$ cat src/rtl/ex_result_stage.sv
// Execute result stage: registers the function-unit result into a 2-entry skid FIFO,
// maintains the committed NZCV status register and resolves conditional branches.
module ex_result_stage #(
    parameter int DW = 32,
    parameter int RW = 5
) (
    input  logic          clk,
    input  logic          rst,
    input  logic          in_valid,
    output logic          in_ready,
    input  logic [DW-1:0] in_f,
    input  logic          in_v,
    input  logic          in_c,
    input  logic          in_n,
    input  logic          in_z,
    input  logic [RW-1:0] in_rd,
    input  logic          in_we,
    input  logic          in_setf,
    input  logic          in_br,
    input  logic [3:0]    in_cond,
    input  logic [DW-1:0] in_br_target,
    input  logic          flush,
    output logic          out_valid,
    input  logic          out_ready,
    output logic [DW-1:0] out_f,
    output logic [RW-1:0] out_rd,
    output logic          out_we,
    output logic [3:0]    status,
    output logic          br_taken,
    output logic [DW-1:0] br_target
);

    // Entry 0 is always the head; entry 1 only holds data when two entries are buffered.
    logic [1:0]    cnt_q,     cnt_d;
    logic [DW-1:0] e0_f_q,    e0_f_d;
    logic [RW-1:0] e0_rd_q,   e0_rd_d;
    logic          e0_we_q,   e0_we_d;
    logic [DW-1:0] e1_f_q,    e1_f_d;
    logic [RW-1:0] e1_rd_q,   e1_rd_d;
    logic          e1_we_q,   e1_we_d;
    logic [3:0]    status_q,  status_d;
    logic          br_q,      br_d;
    logic [DW-1:0] tgt_q,     tgt_d;

    logic accept;
    logic pop;
    logic fn, fz, fc, fv;
    logic cond_ok;

    assign in_ready  = (cnt_q != 2'd2);
    assign out_valid = (cnt_q != 2'd0);
    assign accept    = in_valid & in_ready & ~flush;
    assign pop       = out_valid & out_ready;

    assign out_f     = out_valid ? e0_f_q  : '0;
    assign out_rd    = out_valid ? e0_rd_q : '0;
    assign out_we    = out_valid & e0_we_q;
    assign status    = status_q;
    assign br_taken  = br_q;
    assign br_target = tgt_q;

    // Same-instruction flags win over the committed ones when the instruction sets flags.
    assign fn = in_setf ? in_n : status_q[3];
    assign fz = in_setf ? in_z : status_q[2];
    assign fc = in_setf ? in_c : status_q[1];
    assign fv = in_setf ? in_v : status_q[0];

    always_comb begin
        cond_ok = 1'b0;
        case (in_cond)
            4'b0000: cond_ok = 1'b1;
            4'b0001: cond_ok = fz;
            4'b0010: cond_ok = ~fz;
            4'b0011: cond_ok = fc;
            4'b0100: cond_ok = ~fc;
            4'b0101: cond_ok = fn;
            4'b0110: cond_ok = ~fn;
            4'b0111: cond_ok = fv;
            4'b1000: cond_ok = ~fv;
            4'b1001: cond_ok = (fn == fv);
            4'b1010: cond_ok = (fn != fv);
            4'b1011: cond_ok = ~fz & (fn == fv);
            4'b1100: cond_ok = fz | (fn != fv);
            default: cond_ok = 1'b0;
        endcase
    end

    always_comb begin
        cnt_d   = cnt_q;
        e0_f_d  = e0_f_q;
        e0_rd_d = e0_rd_q;
        e0_we_d = e0_we_q;
        e1_f_d  = e1_f_q;
        e1_rd_d = e1_rd_q;
        e1_we_d = e1_we_q;
        if (flush) begin
            cnt_d = 2'd0;
        end else begin
            case ({accept, pop})
                2'b11: begin
                    // Only reachable with one entry held: the newcomer replaces the head.
                    e0_f_d  = in_f;
                    e0_rd_d = in_rd;
                    e0_we_d = in_we;
                end
                2'b01: begin
                    e0_f_d  = e1_f_q;
                    e0_rd_d = e1_rd_q;
                    e0_we_d = e1_we_q;
                    cnt_d   = cnt_q - 2'd1;
                end
                2'b10: begin
                    if (cnt_q == 2'd0) begin
                        e0_f_d  = in_f;
                        e0_rd_d = in_rd;
                        e0_we_d = in_we;
                    end else begin
                        e1_f_d  = in_f;
                        e1_rd_d = in_rd;
                        e1_we_d = in_we;
                    end
                    cnt_d = cnt_q + 2'd1;
                end
                default: ;
            endcase
        end
    end

    always_comb begin
        status_d = status_q;
        if (accept && in_setf) begin
            status_d = {in_n, in_z, in_c, in_v};
        end
        br_d  = accept & in_br & cond_ok;
        tgt_d = br_d ? in_br_target : tgt_q;
    end

    always_ff @(posedge clk or posedge rst) begin
        if (rst) begin
            cnt_q    <= 2'd0;
            e0_f_q   <= '0;
            e0_rd_q  <= '0;
            e0_we_q  <= 1'b0;
            e1_f_q   <= '0;
            e1_rd_q  <= '0;
            e1_we_q  <= 1'b0;
            status_q <= 4'b0000;
            br_q     <= 1'b0;
            tgt_q    <= '0;
        end else begin
            cnt_q    <= cnt_d;
            e0_f_q   <= e0_f_d;
            e0_rd_q  <= e0_rd_d;
            e0_we_q  <= e0_we_d;
            e1_f_q   <= e1_f_d;
            e1_rd_q  <= e1_rd_d;
            e1_we_q  <= e1_we_d;
            status_q <= status_d;
            br_q     <= br_d;
            tgt_q    <= tgt_d;
        end
    end

endmodule

$ cat config.mk
export PLATFORM = sky130hd
export DESIGN_NAME = ex_result_stage
export DESIGN_NICKNAME = d
export VERILOG_FILES = /design/src/rtl/ex_result_stage.sv
export SDC_FILE = /design/constraint.sdc
export NUM_CORES = 1
export LEC_CHECK = 0
export BUFFER_PORTS_ARGS = -buffer_cell sky130_fd_sc_hd__buf_4
export CAP_MARGIN = 40
export CELL_PAD_IN_SITES_DETAIL_PLACEMENT = 0
export CELL_PAD_IN_SITES_GLOBAL_PLACEMENT = 2
export CORE_MARGIN = 5
export CORE_UTILIZATION = 29
export CTS_CLUSTER_DIAMETER = 60
export DETAILED_ROUTE_END_ITERATION = 7
export PLACE_DENSITY_LB_ADDON = 0.1
export SETUP_SLACK_MARGIN = 0.5
export SLEW_MARGIN = 15
export SYNTH_ARGS = -nofsm -noshare
export SYNTH_HDL_FRONTEND = slang
export SYNTH_SLANG_ARGS = --single-unit
export TNS_END_PERCENT = 5
$ cat constraint.sdc
create_clock -name clk -period 3.6 [get_ports clk]
set_input_delay 0.54 -clock clk [delete_from_list [all_inputs] [get_ports clk]]
set_output_delay 0.54 -clock clk [all_outputs]
set_load 0.05 [all_outputs]
Yosys cells after proc, flatten, opt, wreduce, memory -nomap -nowiden
Index checks and enable logic that the tools add are counted.

storage, ports and cells
  register bits = 115
  input bits = 85
  logic and storage cells = 68

cells by class
  $add $sub $neg = 2
  equal/unequal tests = 19
  muxes and demuxes = 15
  bitwise logic cells = 14
  reduce and logical (&&, ||, !) cells = 8

operators by type and width
  cell                                           count
  one-hot mux 32 bit (3 select lines)            1
  2-to-1 mux 32 bit                              2
  == test 4 bit, second input constant           5
  == test 4 x 3 -> 1 bit, second input constant  4
  one-hot mux 5 bit (3 select lines)             1
  one-hot mux 1 bit (13 select lines)            1
  2-to-1 mux 5 bit                               2
  == test 4 x 2 -> 1 bit, second input constant  2
  bitwise AND 1 bit                              7
  inverter 1 bit                                 6
  AND reduction 3 bit                            2
  nonzero test 3 bit                             2
  2-to-1 mux 1 bit                               5
  == test 2 bit, second input constant           2
  == test 4 x 1 -> 1 bit, second input constant  1
  zero test 4 bit                                1
  inequality test 2 bit, second input constant   2
  one-hot mux 2 bit (2 select lines)             1
  one-hot mux 1 bit (3 select lines)             1
  adder 2 x 1 -> 2 bit, second input constant    1
  == test 2 x 1 -> 1 bit, second input constant  1
  zero test 2 bit                                1
  2-to-1 mux 2 bit                               1
  nonzero test 2 bit                             1
  5 further kinds                                5

Depth between registers and ports, before layout
  depth in word-level cells = 6
  mapped depth = 8

Least setup slack after synthesis
Ideal clock, no wire load.

  kind = input-to-reg
  start point = in in_setf
  end point = reg tgt_q[19], in the netlist br_target[19]
  setup time = 0.125 ns
  arrival time = 2.271 ns
  data required time = 3.475 ns
  path slack = 1.204 ns
  stages = 7
  cell sequence = buf_6 mux4_2 a311oi_1 a21oi_1 o2111ai_4 buf_6 mux2_2

on the way
  cells in the longest elaborated chain, start to end = 5

RTL lines
  element                                                line        source
  start, declared                                        18          input logic in_setf,
  2-to-1 mux 1 bit, on equally long branches             63, 64, 66
  inequality test 1 bit, or another cell as far along    81, 83
  bitwise OR 1 bit or bitwise AND 1 bit (tied branches)  83, 82
  one-hot mux 1 bit (13 select lines) (*)                70          case (in_cond)
  bitwise AND 1 bit (*)                                  134         br_d = accept & in_br & cond_ok;
  end signal, assigned                                   160         tgt_q <= tgt_d;
  end, declared                                          43          logic [DW-1:0] tgt_q, tgt_d;

Every way passes the cells marked *; elsewhere a longest branch is shown, timed or not.
A chain may end at the register's enable or synchronous reset.

Worst setup path after layout
  start point = reg cnt_q[0]
  end point = out out_we

on the way
  cells in the longest elaborated chain, start to end = 2

RTL lines
  element                 line  source
  start, declared         34    logic [1:0] cnt_q, cnt_d;
  start signal, assigned  151   cnt_q <= cnt_d;
  nonzero test 2 bit      51    assign out_valid = (cnt_q != 2'd0);
  bitwise AND 1 bit       57    assign out_we = out_valid & e0_we_q;
  end, declared           27    output logic out_we,

No other way between the ends.

==> impl_metrics.yaml <==
timing:
  finalMaxSlewViolations: 0
  rsz0062_at_grt: "false"
  worstMarginPinSlew_ps: 440.1
  min_period_ps: 2666
  setup_ws_ps: 933.9
  finalSetupTns_ps: 0
  setup_violations: 0
  fin_skew_ps: 10.48
  timing.fmax_mhz: 375.1
  finalHoldViolations: 0
  finalCritPeriodShare_pct: 74.06
  slew_headroom_pct: 70.66
layout:
  num-nets-final: 673
  stdcell_count: 825
  n_antenna_cell: 0
  area_delta_synth_final_pct: 41.35
  fin_area_um2: 7297
  drive_above_1_share_pct: 47.17
grt:
  antenna_found_initial: 0
  grt_busiest_layer: "met2"
  first_global_vias: 3892
  grt_pass1_wl_mm: 21.00
  use_met1_pct: 16.76
  grt_usage_pct: 13.31
  grtUsageMet3_pct: 4.493
  overflow: 0
  use_met2_pct: 21.61
  grt_max_degree: 53
synthesis:
  yosys_warnings: 0
  yosys_most_used_dff: "dfrtp_1"
  syn_nets: 505
  ys_seq_elements: 115
  synth-async-reset-ratio_pct: 100.0
  yosysUniqueCellTypes: 30
  netlist_instances: 420
  avgSynthCellArea_um2: 12.29
  syn_area_um2: 5162
  ys_seq_area_share_pct: 55.74
  synth_edf_count: 0
placement:
  hpwl_mm: 9.365
  dp_cells: 794
  preCtsSetupSlack_ps: 901.1
  globalplace.congestion: 0.7174
  dpl_cell_area_um2: 6671
  port_buffers: 161
clock_tree:
  clkSinkCount: 115
  clock_latency_ps: 410
  cts_hold_buf: 0
  clk_pin_slew_worst_paths_ps: 50
  numCtsBuffers: 17
  cts_buffer_depth: 2
  clockRootBuffer: "clkbuf_16"
  post_cts_buffers: 0
  cts_tree: "done"
  cts_resized: 0
  cts.htree.levels: 4
worst_setup_path:
  cp_common_cell: "buf_4"
  cpMaxStageDelayCell: "dfrtp_1"
  crit_arrival_ps: 2130
  path_cells: "nor2_1, inv_1, buf_8, buf_4, and2_1, buf_4"
  reg2reg_depth: 6
  crit_path_max_incr_delay_ps: 410
  critical_path_class: "register to output pin"
  worstReg2RegStart: "status[0]$_DFFE_PP0P_"
  cp-end-kind: "output pin"
  start_kind: "register"
  rr_endpoint: "br_target[8]$_DFFE_PP0P_"
  critical_path_peak_fanout: 16
  required_ps: 3060
  rrSetupSlack_ps: 1230
route:
  via_per_inst: 4.512
  drtAntennaViolNets: 0
  num_vias: 3722
  drt-initial-drc-count: 147
  firstDrtPassIters: 5
  wl_per_cell_um: 16.24
  drc: 0
  wl_mm: 13.40
die:
  die_h_um: 143.4
  die-area_um2: 20570
  rows: 48
  io_pins: 162
  initial_core_util_pct: 29.74
  die_w_um: 143.4
  core_area_um2: 17360
power_and_ir_drop:
  powerDensity_nw_per_um2: 723.4
  irDropWorstVdd_v: 0.0003597
  leakagePower_nw: 3.311
  power.total_mw: 5.278
min_path:
  min_path_type: "input port to asynchronous set/reset pin"
status:
  status: "finished, final reports clean"
run:
  max_cap_violations: 0
-- Yosys cell counts, types with 2 or more instances --
cell / number / area share (%)
buf_4: 2 / 0.29
mux2i_1: 42 / 8.1
dfrtp_1: 115 / 56
mux2_1: 3 / 0.65
nand3b_1: 2 / 0.29
xnor2_1: 2 / 0.34
nand2_1: 7 / 0.51
inv_1: 7 / 0.51
nor3b_1: 3 / 0.44
clkbuf_1: 12 / 0.87
a21oi_1: 42 / 4.1
a31oi_1: 2 / 0.24
mux2_2: 73 / 16
o21ai_0: 3 / 0.29
buf_6: 4 / 0.87
buf_2: 6 / 0.58
and2_1: 38 / 4.6
nor2_1: 45 / 3.3
-- area by class of cell --
cell class	instances	area (um^2)
fillers	1664	10060
flip-flops and latches	115	2878
multi-input cells	273	2143
repair buffers	174	1339
clock buffers	21	470.5
well taps	225	281.5
clock inverters	10	155.1
inverters	7	30.03
-- critical path: cells and delay by family (launching register included) --
family	cells	cell delay [ps]
AND/OR/NAND/NOR	2	410
buffers and inverters	4	880
flip-flops	1	410
-- worst max path at each step --
stage	startpoint	to	slack [ps]
finish	cnt_q[0]$_DFFE_PP0P_	out_we	930
global route	cnt_q[0]$_DFFE_PP0P_	out_we	750
CTS	cnt_q[0]$_DFFE_PP0P_	out_we	880
detailed placement	in_setf	br_target[8]$_DFFE_PP0P_	900
global placement	in_setf	br_target[7]$_DFFE_PP0P_	880
floorplan	in_setf	br_target[19]$_DFFE_PP0P_	1200
-- placed cells by master (no fill, tap or decap), drive strengths merged --
master,count
buf,174
dfrtp,115
mux2,76
nor2,45
mux2i,42
a21oi,42
and2,38
clkbuf,21
nand2,7
inv,6
bufinv,4
clkinv,4
o21ai,3
clkinvlp,3
nor3b,3
xnor2,2
a31oi,2
nand3b,2
o22ai,1
nor4,1
nor4b,1
a211o,1
nand2b,1
a32oi,1
mux4,1
a311oi,1
o211ai,1
o2111ai,1
a211oi,1
-- state kept, by name (all words and copies together), names as in the netlist --
register / cells
cnt_q: 2
status: 4
e0_rd_q: 5
e1_we_q: 1
br_target: 32
e0_we_q: 1
e1_rd_q: 5
e0_f_q: 32
e1_f_q: 32
br_taken: 1
-- per-stage QoR --
step	hold WS (ps)	util [%]
global placement	475.2	38.24
CTS	35.91	42.04
floorplan	480.3	-
detailed placement	484.8	38.44
global route	47.77	42.04
finish	51.23	42.04
-- power by group --
part	internal, mW	leakage, nW	switching, mW
Sequential	1.65	1.36	0.173
Combinational	0.629	1.65	1.04
Clock	1.20	0.305	0.583
Total	3.48	3.31	1.80
-- per-layer routing --
metal  wire length (um)  share of wire (%)  up-vias
met4                162                1.2        0
met3                772                5.8       13
met1               5637                 42     1819
met5                  0                  0        -
li1                   -                  -     1792
met2               6826                 51       98
-- logic make-up after synthesis --
group / after synthesis / synth area share, %
AO/OA/AOI/OAI: 54 / 6.035
XOR/XNOR: 2 / 0.3394
buffers and inverters: 32 / 3.199
flip-flops: 115 / 55.74
multiplexers: 119 / 25.16
AND/OR/NAND/NOR: 98 / 9.525
Note: power is estimated with default switching activity, not from simulation.
